$ cat src/rtl/seg7_scan4.sv
// Four-digit multiplexed seven-segment driver with frame-synchronous double buffering.
// Segments and enables are active-low; seg bit7 is the decimal point.
module seg7_scan4 #(
   parameter int SCAN_DIV = 50000
) (
   input  logic        clk,
   input  logic        rst,
   input  logic        load,
   input  logic [15:0] data,
   input  logic [3:0]  dp,
   input  logic        lz_blank,
   output logic [7:0]  seg,
   output logic [3:0]  en,
   output logic        pend,
   output logic        frame
);

   localparam int DIV_W = (SCAN_DIV > 2) ? $clog2(SCAN_DIV) : 1;
   localparam logic [DIV_W-1:0] DIV_LAST = DIV_W'(SCAN_DIV - 1);

   logic [DIV_W-1:0] div_cnt;
   logic [1:0]       idx;
   logic [19:0]      disp;
   logic [19:0]      pending;
   logic             wrap_q;

   logic             tick;
   logic             wrap;
   logic             z3, z2, z1;
   logic [3:0]       blank;
   logic [3:0]       cur_digit;
   logic [3:0]       dp_bits;
   logic             cur_dp;
   logic [7:0]       seg_nxt;
   logic [3:0]       en_nxt;

   function automatic logic [6:0] hex_to_seg(input logic [3:0] h);
      logic [6:0] s;
      s = 7'h7F;
      case (h)
         4'h0: s = 7'h40;
         4'h1: s = 7'h79;
         4'h2: s = 7'h24;
         4'h3: s = 7'h30;
         4'h4: s = 7'h19;
         4'h5: s = 7'h12;
         4'h6: s = 7'h02;
         4'h7: s = 7'h78;
         4'h8: s = 7'h00;
         4'h9: s = 7'h10;
         4'hA: s = 7'h08;
         4'hB: s = 7'h03;
         4'hC: s = 7'h46;
         4'hD: s = 7'h21;
         4'hE: s = 7'h06;
         4'hF: s = 7'h0E;
      endcase
      return s;
   endfunction

   assign tick = (div_cnt == DIV_LAST);
   assign wrap = tick && (idx == 2'd3);

   // A digit is a leading zero only if it and everything above it are zero.
   assign z3 = (disp[15:12] == 4'h0);
   assign z2 = z3 && (disp[11:8] == 4'h0);
   assign z1 = z2 && (disp[7:4] == 4'h0);

   assign dp_bits = disp[19:16];

   always_comb begin
      blank     = lz_blank ? {z3, z2, z1, 1'b0} : 4'b0000;
      cur_digit = disp[{idx, 2'b00} +: 4];
      cur_dp    = dp_bits[idx];
      seg_nxt   = blank[idx] ? {~cur_dp, 7'h7F} : {~cur_dp, hex_to_seg(cur_digit)};
      en_nxt    = ~(4'b0001 << idx);
   end

   // frame is delayed twice past the wrap so it lines up with digit 0's
   // first registered seg/en rather than with the idx change.
   always_ff @(posedge clk) begin
      if (rst) begin
         div_cnt <= '0;
         idx     <= 2'd0;
         disp    <= 20'h0;
         pending <= 20'h0;
         pend    <= 1'b0;
         wrap_q  <= 1'b0;
         frame   <= 1'b0;
         seg     <= 8'hFF;
         en      <= 4'hF;
      end else begin
         div_cnt <= tick ? '0 : div_cnt + 1'b1;
         if (tick)
            idx <= idx + 2'd1;
         if (wrap && pend)
            disp <= pending;
         if (load) begin
            pending <= {dp, data};
            pend    <= 1'b1;
         end else if (wrap) begin
            pend <= 1'b0;
         end
         wrap_q <= wrap;
         frame  <= wrap_q;
         seg    <= seg_nxt;
         en     <= en_nxt;
      end
   end

endmodule
$ cat config.mk
export PLATFORM = sky130hd
export DESIGN_NAME = seg7_scan4
export DESIGN_NICKNAME = d
export VERILOG_FILES = /design/src/rtl/seg7_scan4.sv
export SDC_FILE = /design/constraint.sdc
export NUM_CORES = 1
export LEC_CHECK = 0
export ABC_AREA = 1
export CAP_MARGIN = 20
export CORE_MARGIN = 1.5
export CORE_UTILIZATION = 37
export CTS_BUF_LIST = sky130_fd_sc_hd__clkbuf_16
export CTS_CLUSTER_DIAMETER = 30
export DETAILED_ROUTE_END_ITERATION = 10
export SYNTH_ARGS = -nofsm -noshare
export SYNTH_HDL_FRONTEND = slang
export SYNTH_SLANG_ARGS = --single-unit
$ cat constraint.sdc
create_clock -name clk -period 2.79 [get_ports clk]
set_input_delay 0.558 -clock clk [delete_from_list [all_inputs] [get_ports clk]]
set_output_delay 0.558 -clock clk [all_outputs]
set_load 0.05 [all_outputs]
# == Yosys cells after proc, flatten, opt, wreduce, memory -nomap -nowiden ==
# Memory sizes are Yosys's and may differ from the RTL's. A register that Yosys moved wholly into a read port is not among the register bits.
# Cells that the tools add are included.
# totals
register_bits,66
rom_bits,112
output_inout_bits,14
memories,1
# op_classes
n_addsub,2
magnitude_cmp,1
eq_ne,2
shifts,2
mux,7
n_bitwise,2
n_reduce_logical,10
# mem_list
name,depth,word_bits,read_ports,rd_ports_with_merged_regs,write_ports,line,rtl
(name not given),16,7,1,1,0,40,case (h)
# ops
cell,n
variable part select 20 x 5 -> 4 bit,1
adder 16 x 1 -> 16 bit (second input constant),1
== test 16 bit (second input constant),1
zero test 4 bit,3
binary-select mux 1 bit (select 2 bit),2
logical AND 1 bit,4
two-way mux 1 bit,4
two-way mux 4 bit,1
NOT 4 bit,1
OR reduction 2 bit,2
left shift 1 x 2 -> 4 bit (first input constant),1
less-than comparator 2 x 3 -> 1 bit (second input constant),1
adder 2 x 1 -> 2 bit (second input constant),1
== test 2 bit (second input constant),1
nonzero test 2 bit,1
NOT 1 bit,1

# == Depth between registers and ports, before layout ==
# Gate-level depths: netlist of run 1.
# depth
word_depth,7
depth_mapped,11
depth_no_buf,10

# == Worst setup path before layout of run 1 ==
# Ideal clock, no wire load.
# synth_path
kind,reg2reg
from,reg idx[0]
to,reg seg[3]
setup_time_ps,136
t_arrival_ps,1616
required_time_ps,2654
setup_slack_ps,1038
stages_incl_launch_ff,12
path_buffers,1
period_less_slack_ps,1752
cell_sequence,dfxtp_1 inv_2 buf_2 nand2_1 nand2_1 o21ai_1 inv_1 ha_1 nand3_1 nand2_1 nand2_1 nand3_1
# synth_via
elab_chain_cells,3
word_cells_on_any_way,4
classes_between,shift (1); mux (2); reduce/logical (1)
# synth_lines
element,line,rtl
start: declaration,22,logic [1:0] idx;
start signal: assignment,95,idx <= idx + 2'd1;
branches (longest 3 deep; another with variable part select 20 x 5 -> 4 bit),-,
end signal: assignment,106,seg <= seg_nxt;
end: declaration,12,"output logic [7:0] seg,"
# Several ways; the timed one is not identified. The select of a mux whose other input is x is not followed.
# A chain may end at the register's enable or synchronous reset.

# == Worst setup path in the final report of run 1 ==
# layout_path
from,reg idx[0]
to,reg seg[6]
# Same word-level chain as after synthesis.

==> impl_results.md, run 1 <==
* Pwr dens at about 600 mW/mm^2
* Worst vdd ir at ~250 uV
* 1st-iter DRT viols at 123
* CTS tree: done
* Unrepaired setup endpoints after global routing: no
* Clk slew on worst S/H paths at roughly 50 ps
* # rows at 33
* Crit path cell chain: inv_2, nand2_1, nand2_1, o21ai_1, inv_1, ha_1, nand3_1, nand2_1, nand2_1, nand3_1
* Hold_sp: wrap_q$_SDFF_PP0_
* Largest net degree at the start of global routing at 27
* Synth warnings at 0
* Placed cell count at approximately 560
* Setup TNS at 0 ps
* CTS Sinks at between 70 and 80
* Sequential cell area fraction in the yosys report at about 45%
* Syn_area_per_cell at roughly 7.5 sq um
* Final setup vio count at 0
* Post-Syn Nets at about 470
* Hold Vio Cnt, Final at 0
* Ant. Diodes at 0
* Max-cap violations at 0
* Async S/R FF share, synth at 0%
* Met1 usage in global routing at 21.6%
* Reg-to-reg endpoint: seg[6]$_SDFF_PP1_
* DR vias at between 2000 and 3000
* DPL Wire Length at between 4000 and 5000 microns
* Vias in the first global route at roughly 2600
* R2r startpoint: idx[0]$_SDFFE_PP0P_
* Req. time, crit path at 2980 ps
* Netlist cell types at 25
* Max Buffers Root-to-Sink at 2
* Min Tclk post-route at around 2200 ps
* Crit path kind: reg2reg
* Crit path capture type: register
* Width of the chip at 96.5 microns
* Root buffer cell: clkbuf_16
* Port bufs at 37
* Leakage at 0.00155 uW
* Initial antenna violation count at 0
* Gr busiest metal: met2
* Crit path launch: idx[0]$_SDFFE_PP0P_
* Hold Path Depth at 2
* GPL Wtd Cong at 0.891
* Die ar. at just over 0.009 sq mm
* First-pass GRT wire length at roughly 12000 microns
* GRT overflow at 0
* Slew Viols, Final at 0
* Routed WL at roughly 6800 microns
* Post-CTS resize count at 0
* Final Net Count at between 500 and 600
* Worst-Margin Slew at approximately 550 ps
* Crit share post-route at 77.8%
* DRC errors left at 0
* Vias/cell at between 4 and 5
* Share of post-route cells with drive strength above 1 at about 7.0%
* Setup crit start kind: register
* Area delta synth->final at 22.5%
* Skew-Pair Late Insertion Delay at approximately 330 ps
* Pre-CTS setup slack at approximately 630 ps
* Setup ws final at around 620 ps
* FF/Latch Area at around 0.0015 sq mm
* Area used by multi-input combinational logic at 0.00157 sq mm
* Crit path top cell by count: nand2_1
* Post-Synthesis Cells at roughly 430
* M3 GR Usage at around 3.5%
* Met2 Track Usage GR at approximately 25%
* Sink of the worst hold path: frame$_SDFF_PP0_
* Most used flip-flop cell after synthesis: dfxtp_1
* Final core occ at roughly 48%
* HP Class: reg2reg
* Slew margin rel. at between 60% and 70%
* GRT Util Overall at around 16%
* Routed wire per std cell at ~12 microns
* CP Data Arrival Time at around 2400 ps
* H-tree levels at 3
* Status: complete, no violations
* Number of detailed-route iterations in the first pass at 4
* Die H at between 90 and 100 microns
* Cell area after synthesis at around 0.0032 sq mm
* Reg2Reg Depth at 10
* FF+latch count, synth at 73
* Slowest stage delay, CP at ~620 ps
* Setup slack, reg-to-reg at 620 ps
* I/O pin count at 38
* Filler instances at between 800 and 900
* Final ANT Viol Nets at 0
* Cts bufs inserted at 9
* Max Freq at roughly 460 MHz
* Core area at around 0.0083 sq mm
* Clock skew at just under 6 ps
* Worst-path maximum fanout at 16
* Pwr Total at about 2300 uW
* Post-synth EDFFs at 0
* Post-CTS Hold Buffers at 0
* Postcts setup bufs at 0
* Cell Count, Final, Fillers Out at about 580
* Slowest-stage cell, CP: dfxtp_1
* Starting Density at roughly two fifths
kinds of logic (layout without fill, tap and decap cells):
logic type / after synthesis / count (layout) / share of synthesized area (%)
flip-flops: 73 / 73 / 45.2
AND/OR/NAND/NOR: 233 / 233 / 32.7
AO/OA/AOI/OAI: 64 / 64 / 10.1
buffers and inverters: 48 / 86 / 6.46
XOR/XNOR: 5 / 5 / 1.35
adder cells (fa/ha/maj): 11 / 11 / 4.25
registers in the layout, summed over array words and instances, names as in the netlist:
signal and cells:
seg 8, idx 2, wrap_q 1, pend 1
pending 20, disp 20, div_cnt 16, en 4
frame 1
how the worst max path moves through the flow:
stage,slack [ps],cells after the start,to
final,620,10,seg[6]$_SDFF_PP1_
after global routing,350,10,seg[6]$_SDFF_PP1_
after CTS,620,10,seg[6]$_SDFF_PP1_
after detailed placement,630,10,seg[3]$_SDFF_PP1_
after global placement,750,10,seg[3]$_SDFF_PP1_
after floorplan,1040,11,seg[3]$_SDFF_PP1_
synth_stat cells (2+ instances only):
library cell  count  share of area, %
a21oi_1          32               4.9
buf_2             5              0.77
buf_6             3               1.0
clkbuf_1         13               1.5
dfxtp_1          73                45
ha_1             11               4.3
inv_1            24               2.8
inv_2             3              0.35
nand2_1          89                10
nand2_2           3              0.58
nand3_1          26               4.0
nand4_1          26               5.0
nor2_1           73               8.5
nor2_8            2               1.2
nor3_1            9               1.4
o21ai_0          28               4.3
o21ai_1           2              0.31
xor2_1            5               1.4
worst max-delay path: cells and delay by family (launching register included):
family          cells  cell delay, ps
flops               1             620
buf+inv             2             360
compound gates      1             350
simple gates        6             460
fa+ha+maj           1             240
cell usage in the layout (no fill, tap or decap), types with 4 or more instances in the layout:
master	count
nand2_1	89
nor2_1	73
dfxtp_1	73
clkdlybuf4s50_1	37
a21oi_1	32
o21ai_0	28
nand3_1	26
nand4_1	26
inv_1	25
ha_1	11
nor3_1	9
clkbuf_16	9
buf_4	6
xor2_1	5
clkinv_2	4
layer usage:
layer	part of all wire [%]	wire (microns)	up-vias
met3	4.6	315	11
li1	-	-	1501
met4	1.9	133	0
met2	44	3010	74
met1	49	3370	1286
met5	0	0	-
report_power, final:
group | internal [uW] | leakage [uW] | switching, uW
clock network | 683 | 0.000150 | 421
logic | 59.3 | 0.000808 | 78.2
registers | 1070 | 0.000597 | 14.7
total | 1820 | 0.00155 | 513
area by class of cell:
type,count,share of cell area (%)
repair buffers,43,10.5
well taps,105,3.32
flip-flops and latches,73,36.9
clock buffers,9,5.68
multi-input cells,313,39.5
inverters,27,2.56
clock inverters,7,1.58
metrics by stage:
step	hold WS, ps	instance area [sq um]
finish	402	3960
global route	427	3960
CTS	405	3960
detailed placement	397	3670
global placement	393	3670
floorplan	388	3240
No activity file was read; power rests on OpenSTA's default activity.
==> run 2: changes to the inputs <==
==> constraint.sdc (replaced) <==
create_clock -name clk -period 1.8 [get_ports clk]
set_input_delay 0.36 -clock clk [delete_from_list [all_inputs] [get_ports clk]]
set_output_delay 0.36 -clock clk [all_outputs]
set_load 0.05 [all_outputs]
==> impl_results.md, run 2 (same netlist as run 1, synthesis figures left out) <==
* Hold Path Depth at 2
* CTS Sinks at 73
* Root buffer cell: clkbuf_16
* Pre-CTS setup slack at -97.7 ps
* Vias in the first global route at roughly 2600
* Setup TNS at 0 ps
* Crit path kind: reg2reg
* Slew margin rel. at a little under two thirds
* Die H at just under 100 microns
* Routed WL at 7000 microns
* Min Tclk post-route at about 1700 ps
* Worst vdd ir at 478 uV
* Setup ws final at around 150 ps
* Largest registers: disp: 20 flops, pending: 20 flops, div_cnt: 16 flops
* Post-route cell area at just over 0.004 sq mm
* Routed wire per std cell at 12.0 microns
* Initial antenna violation count at 0
* Core area at between 0.008 and 0.009 sq mm
* HP Class: reg2reg
* Clk slew on worst S/H paths at around 60 ps
* Worst-path maximum fanout at 7
* Skew-Pair Late Insertion Delay at between 300 and 400 ps
* Final core occ at ~48%
* Final ANT Viol Nets at 0
* Clock power share at 47.8%
* Postcts setup bufs at 0
* Commonest non-fill, non-tap cell in the layout: nand2_1
* Part of the power in registers at between 40% and 50%
* DR vias at roughly 2900
* Slew Viols, Final at 0
* Post-Place Cell Area at 0.00372 sq mm
* I/O pin count at 38
* # rows at 33
* Ant. Diodes at 0
* Pwr dens at between 900 and 1000 mW/mm^2
* Crit path capture type: register
* Comb pwr share at under 10%
* GPL Wtd Cong at between 0.8 and 0.9
* Hold Vio Cnt, Final at 0
* First-pass GRT wire length at approximately 12000 microns
* Leakage at roughly 0.0016 uW
* Most frequent cells in the layout: nand2_1 (89), nor2_1 (73), dfxtp_1 (72), a21oi_1 (32), o21ai_0 (28)
* H-tree levels at 3
* DPL Wire Length at about 5000 microns
* CP Data Arrival Time at about 1900 ps
* Crit share post-route at 91.7%
* Area delta synth->final at 24.7%
* Setup crit start kind: register
* Width of the chip at ~97 microns
* Worst-Margin Slew at 542 ps
* Clock skew at between 5 and 6 ps
* Req. time, crit path at a little over 2000 ps
* Cell Count, Final, Fillers Out at ~600
* Share of post-route cells with drive strength above 1 at 11.9%
* Unrepaired setup endpoints after global routing: no
* Reg2Reg Depth at 9
* Final Net Count at 510
* Post-CTS Hold Buffers at 0
* Cell internal pwr at ~2800 uW
* DRC errors left at 0
* Max Freq at ~600 MHz
* Switching share of power at between 20 and 25%
* Starting Density at 38.8%
* Placed cell count at around 570
* 1st-iter DRT viols at ~130
* Port bufs at 37
* Max-cap violations at 0
* Number of detailed-route iterations in the first pass at 5
* Switching pwr at ~820 uW
* Status: complete, no violations
* CTS tree: done
* GRT Util Overall at 16.4%
* Max Buffers Root-to-Sink at 2
* GRT overflow at 0
* Vias/cell at approximately 5
* Largest net degree at the start of global routing at 24
* Final setup vio count at 0
* Die ar. at 0.00932 sq mm
* Cts bufs inserted at 9
[run 2: area by class of cell]
cell class / count / area [sq um]
inverter: 27 / 101
fill: 837 / 4300
multi-input combinational: 313 / 1580
sequential: 73 / 1470
tap: 105 / 131
timing repair buffer: 51 / 465
clock inverter: 7 / 71.3
clock buffer: 9 / 225
[run 2: what timing repair did]
action | 4_1_cts | 5_1_grt
resized for setup | 1 | 3
setup endpoints to repair | 4 | 6
hold endpoints to repair | 0 | 0
pin swaps | 0 | 0
[run 2: power by group through the flow]
stage	Combinational (uW)	Clock, uW	Sequential (uW)
after floorplan	85.8	0	1750
after global placement	215	0	1720
after detailed placement	216	0	1730
after CTS	217	1800	1690
after global routing	238	1890	1690
final	215	1740	1690
[run 2: stage by stage]
| step | hold slack (ps) | total power (uW) |
|---|---|---|
| floorplan | 388 | 1840 |
| global placement | 396 | 1940 |
| detailed placement | 397 | 1940 |
| CTS | 406 | 3710 |
| global route | 435 | 3820 |
| finish | 403 | 3650 |
[run 2: final timing paths]
check / start / to / slack [ps]
worst min register to register: wrap_q$_SDFF_PP0_ / frame$_SDFF_PP0_ / 400
worst max register to register: idx[1]$_SDFFE_PP0P_ / seg[3]$_SDFF_PP1_ / 150
worst max-delay path: idx[1]$_SDFFE_PP0P_ / seg[3]$_SDFF_PP1_ / 150
worst min-delay path: wrap_q$_SDFF_PP0_ / frame$_SDFF_PP0_ / 400
[run 2: metal layers]
metal / track usage, % / vias to the layer above / wire length, microns
met5: 0 / - / 0
met4: 7.00 / 0 / 101
met3: 3.83 / 9 / 273
met2: 25.6 / 57 / 3120
met1: 21.7 / 1311 / 3510
li1: - / 1517 / -
[run 2: worst max-delay path, stage by stage, from the launching register on]
cell      delay [ps]
dfxtp_1          510
inv_1            100
nand2_1           80
nand2_1          100
inv_1            160
ha_1             260
nand3b_1         160
nand2_1           90
nand2_1           50
nand3_1           70
==> run 3: changes to the inputs <==
==> constraint.sdc (replaced) <==
create_clock -name clk -period 1.4 [get_ports clk]
set_input_delay 0.28 -clock clk [delete_from_list [all_inputs] [get_ports clk]]
set_output_delay 0.28 -clock clk [all_outputs]
set_load 0.05 [all_outputs]
==> impl_results.md, run 3 (same netlist as run 1, synthesis figures left out) <==
* Status: finished, violations left
* Failing checks: setup timing
* Placed cell count at 597
* Starting Density at roughly 39%
* Ant. Diodes at 0
* Crit path capture type: register
* Hold Path Depth at 2
* Initial antenna violation count at 0
* Cell Count, Final, Fillers Out at 630
* 1st-iter DRT viols at ~100
* Slew margin rel. at roughly 63%
* Die H at between 90 and 100 microns
* Routed WL at 8340 microns
* Area delta synth->final at 54.1%
* Buf+Inv Stages, Crit Path at 2
* Final Net Count at 555
* Slowest-stage cell, CP: dfxtp_2
* Leakage at ~0.0020 uW
* DR vias at 3067
* M3 GR Usage at 3.76%
* Largest net degree at the start of global routing at 26
* Levels on crit path at 9
* I/O pin count at 38
* Slew Viols, Final at 0
* Final setup vio count at 44
* Core area at roughly 0.0083 sq mm
* Root buffer cell: clkbuf_16
* Final core occ at between 50% and 60%
* Setup crit start kind: register
* Post-Place Cell Area at between 0.004 and 0.005 sq mm
* DPL Wire Length at between 5000 and 6000 microns
* Post-route cell area at approximately 0.0050 sq mm
* CTS Sinks at 73
* Routed wire per std cell at 13.2 microns
* Vias in the first global route at 2801
* Die ar. at roughly 0.0093 sq mm
* CP Data Arrival Time at ~1800 ps
* Gr busiest metal: met2
* Vias/cell at around 4.9
* Crit path cell chain: ha_4, nand2_4, nor2_8, nand3_4, nor2_8, buf_12, clkbuf_16, nand4_1, a21oi_1
* Largest registers: disp: 20 flops, pending: 20 flops, div_cnt: 16 flops
* Pwr dens at just over 1000 mW/mm^2
* Number of detailed-route iterations in the first pass at 6
* Min Tclk post-route at roughly 1600 ps
* CP top delay family: simple AND/OR/NAND/NOR gates
* Worst vdd ir at slightly below 600 uV
* Max Freq at approximately 640 MHz
* Crit share post-route at 112%
* Req. time, crit path at 1650 ps
* Worst-Margin Slew at 552 ps
* Met2 Track Usage GR at 27.9%
* Unrepaired setup endpoints after global routing: yes
* Post-CTS Hold Buffers at 0
* Port bufs at 37
* Max Buffers Root-to-Sink at 2
* Commonest non-fill, non-tap cell in the layout: nor2_1
* HP Class: reg2reg
* Met1 usage in global routing at 23.6%
* GPL Wtd Cong at 0.920
* Reg2Reg Depth at 9
* # rows at 33
* Width of the chip at between 90 and 100 microns
* Hold Vio Cnt, Final at 0
* Max-cap violations at 0
* Final ANT Viol Nets at 0
* Crit path top cell by count: nor2_8
* Clock skew at around 5.8 ps
* Setup ws final at -164 ps
* First-pass GRT wire length at 12900 microns
* Share of post-route cells with drive strength above 1 at between 20% and 30%
* GRT overflow at 0
* GRT Util Overall at roughly 18%
* CTS tree: done
* Clk slew on worst S/H paths at roughly 60 ps
* Slowest stage delay, CP at 350 ps
* Skew-Pair Late Insertion Delay at roughly 330 ps
* DRC errors left at 0
* Worst-path maximum fanout at 11
* H-tree levels at 3
* Most frequent cells in the layout: nor2_1 (69), dfxtp_1 (68), nand2_1 (67), buf_4 (45)
* Cts bufs inserted at 9
* Crit path kind: reg2reg
run 3: routing by layer:
metal	vias to the layer above	routed length (microns)
met5	-	0
met4	0	107
met3	10	267
met2	61	4120
met1	1387	3850
li1	1609	-
run 3: layout make-up:
cell class,count,area (sq um)
fillers,722,3350
multi-input cells,313,1830
flip-flops and latches,73,1470
repair buffers,96,1110
clock buffers,9,225
well taps,105,131
clock inverters,7,110
inverters,27,104
run 3: worst min-delay path: stages (launching register included):
cell,delay (ps)
dfxtp_1,290
inv_1,40
nor2_1,30
run 3: through the flow:
| stage | worst slack (ps) | TNS, ps | hold slack [ps] | power, uW |
|---|---|---|---|---|
| 2_1_floorplan | -71.1 | -445 | 388 | 2370 |
| 3_3_place_gp | -88.2 | -1370 | 397 | 2540 |
| 3_5_place_dp | -95.3 | -1440 | 393 | 2550 |
| 4_1_cts | -78.0 | -1220 | 401 | 5130 |
| 5_1_grt | -217 | -7360 | 432 | 5280 |
| 6_report | -164 | -4190 | 400 | 5110 |
run 3: final timing paths:
path,startpoint,endpoint,slack [ps]
hold / removal,wrap_q$_SDFF_PP0_,frame$_SDFF_PP0_,400
hold reg to reg,wrap_q$_SDFF_PP0_,frame$_SDFF_PP0_,400
setup / recovery,div_cnt[1]$_SDFF_PP0_,disp[2]$_SDFFE_PP0P_,-160
setup reg to reg,div_cnt[1]$_SDFF_PP0_,disp[2]$_SDFFE_PP0P_,-160
run 3: timing repair:
item	in CTS	in global routing
cloned	0	5
setup buffers	2	10
pin swaps	3	22
gates resized for setup	7	53
endpoints found under the setup margin	30	46
run 3: where the power goes:
part / total, uW / leakage (uW) / switching [uW] / internal, uW
clock network: 2590 / 0.000166 / 863 / 1720
registers: 2180 / 0.000599 / 38.2 / 2140
logic: 341 / 0.00125 / 169 / 173
total: 5110 / 0.00202 / 1070 / 4040
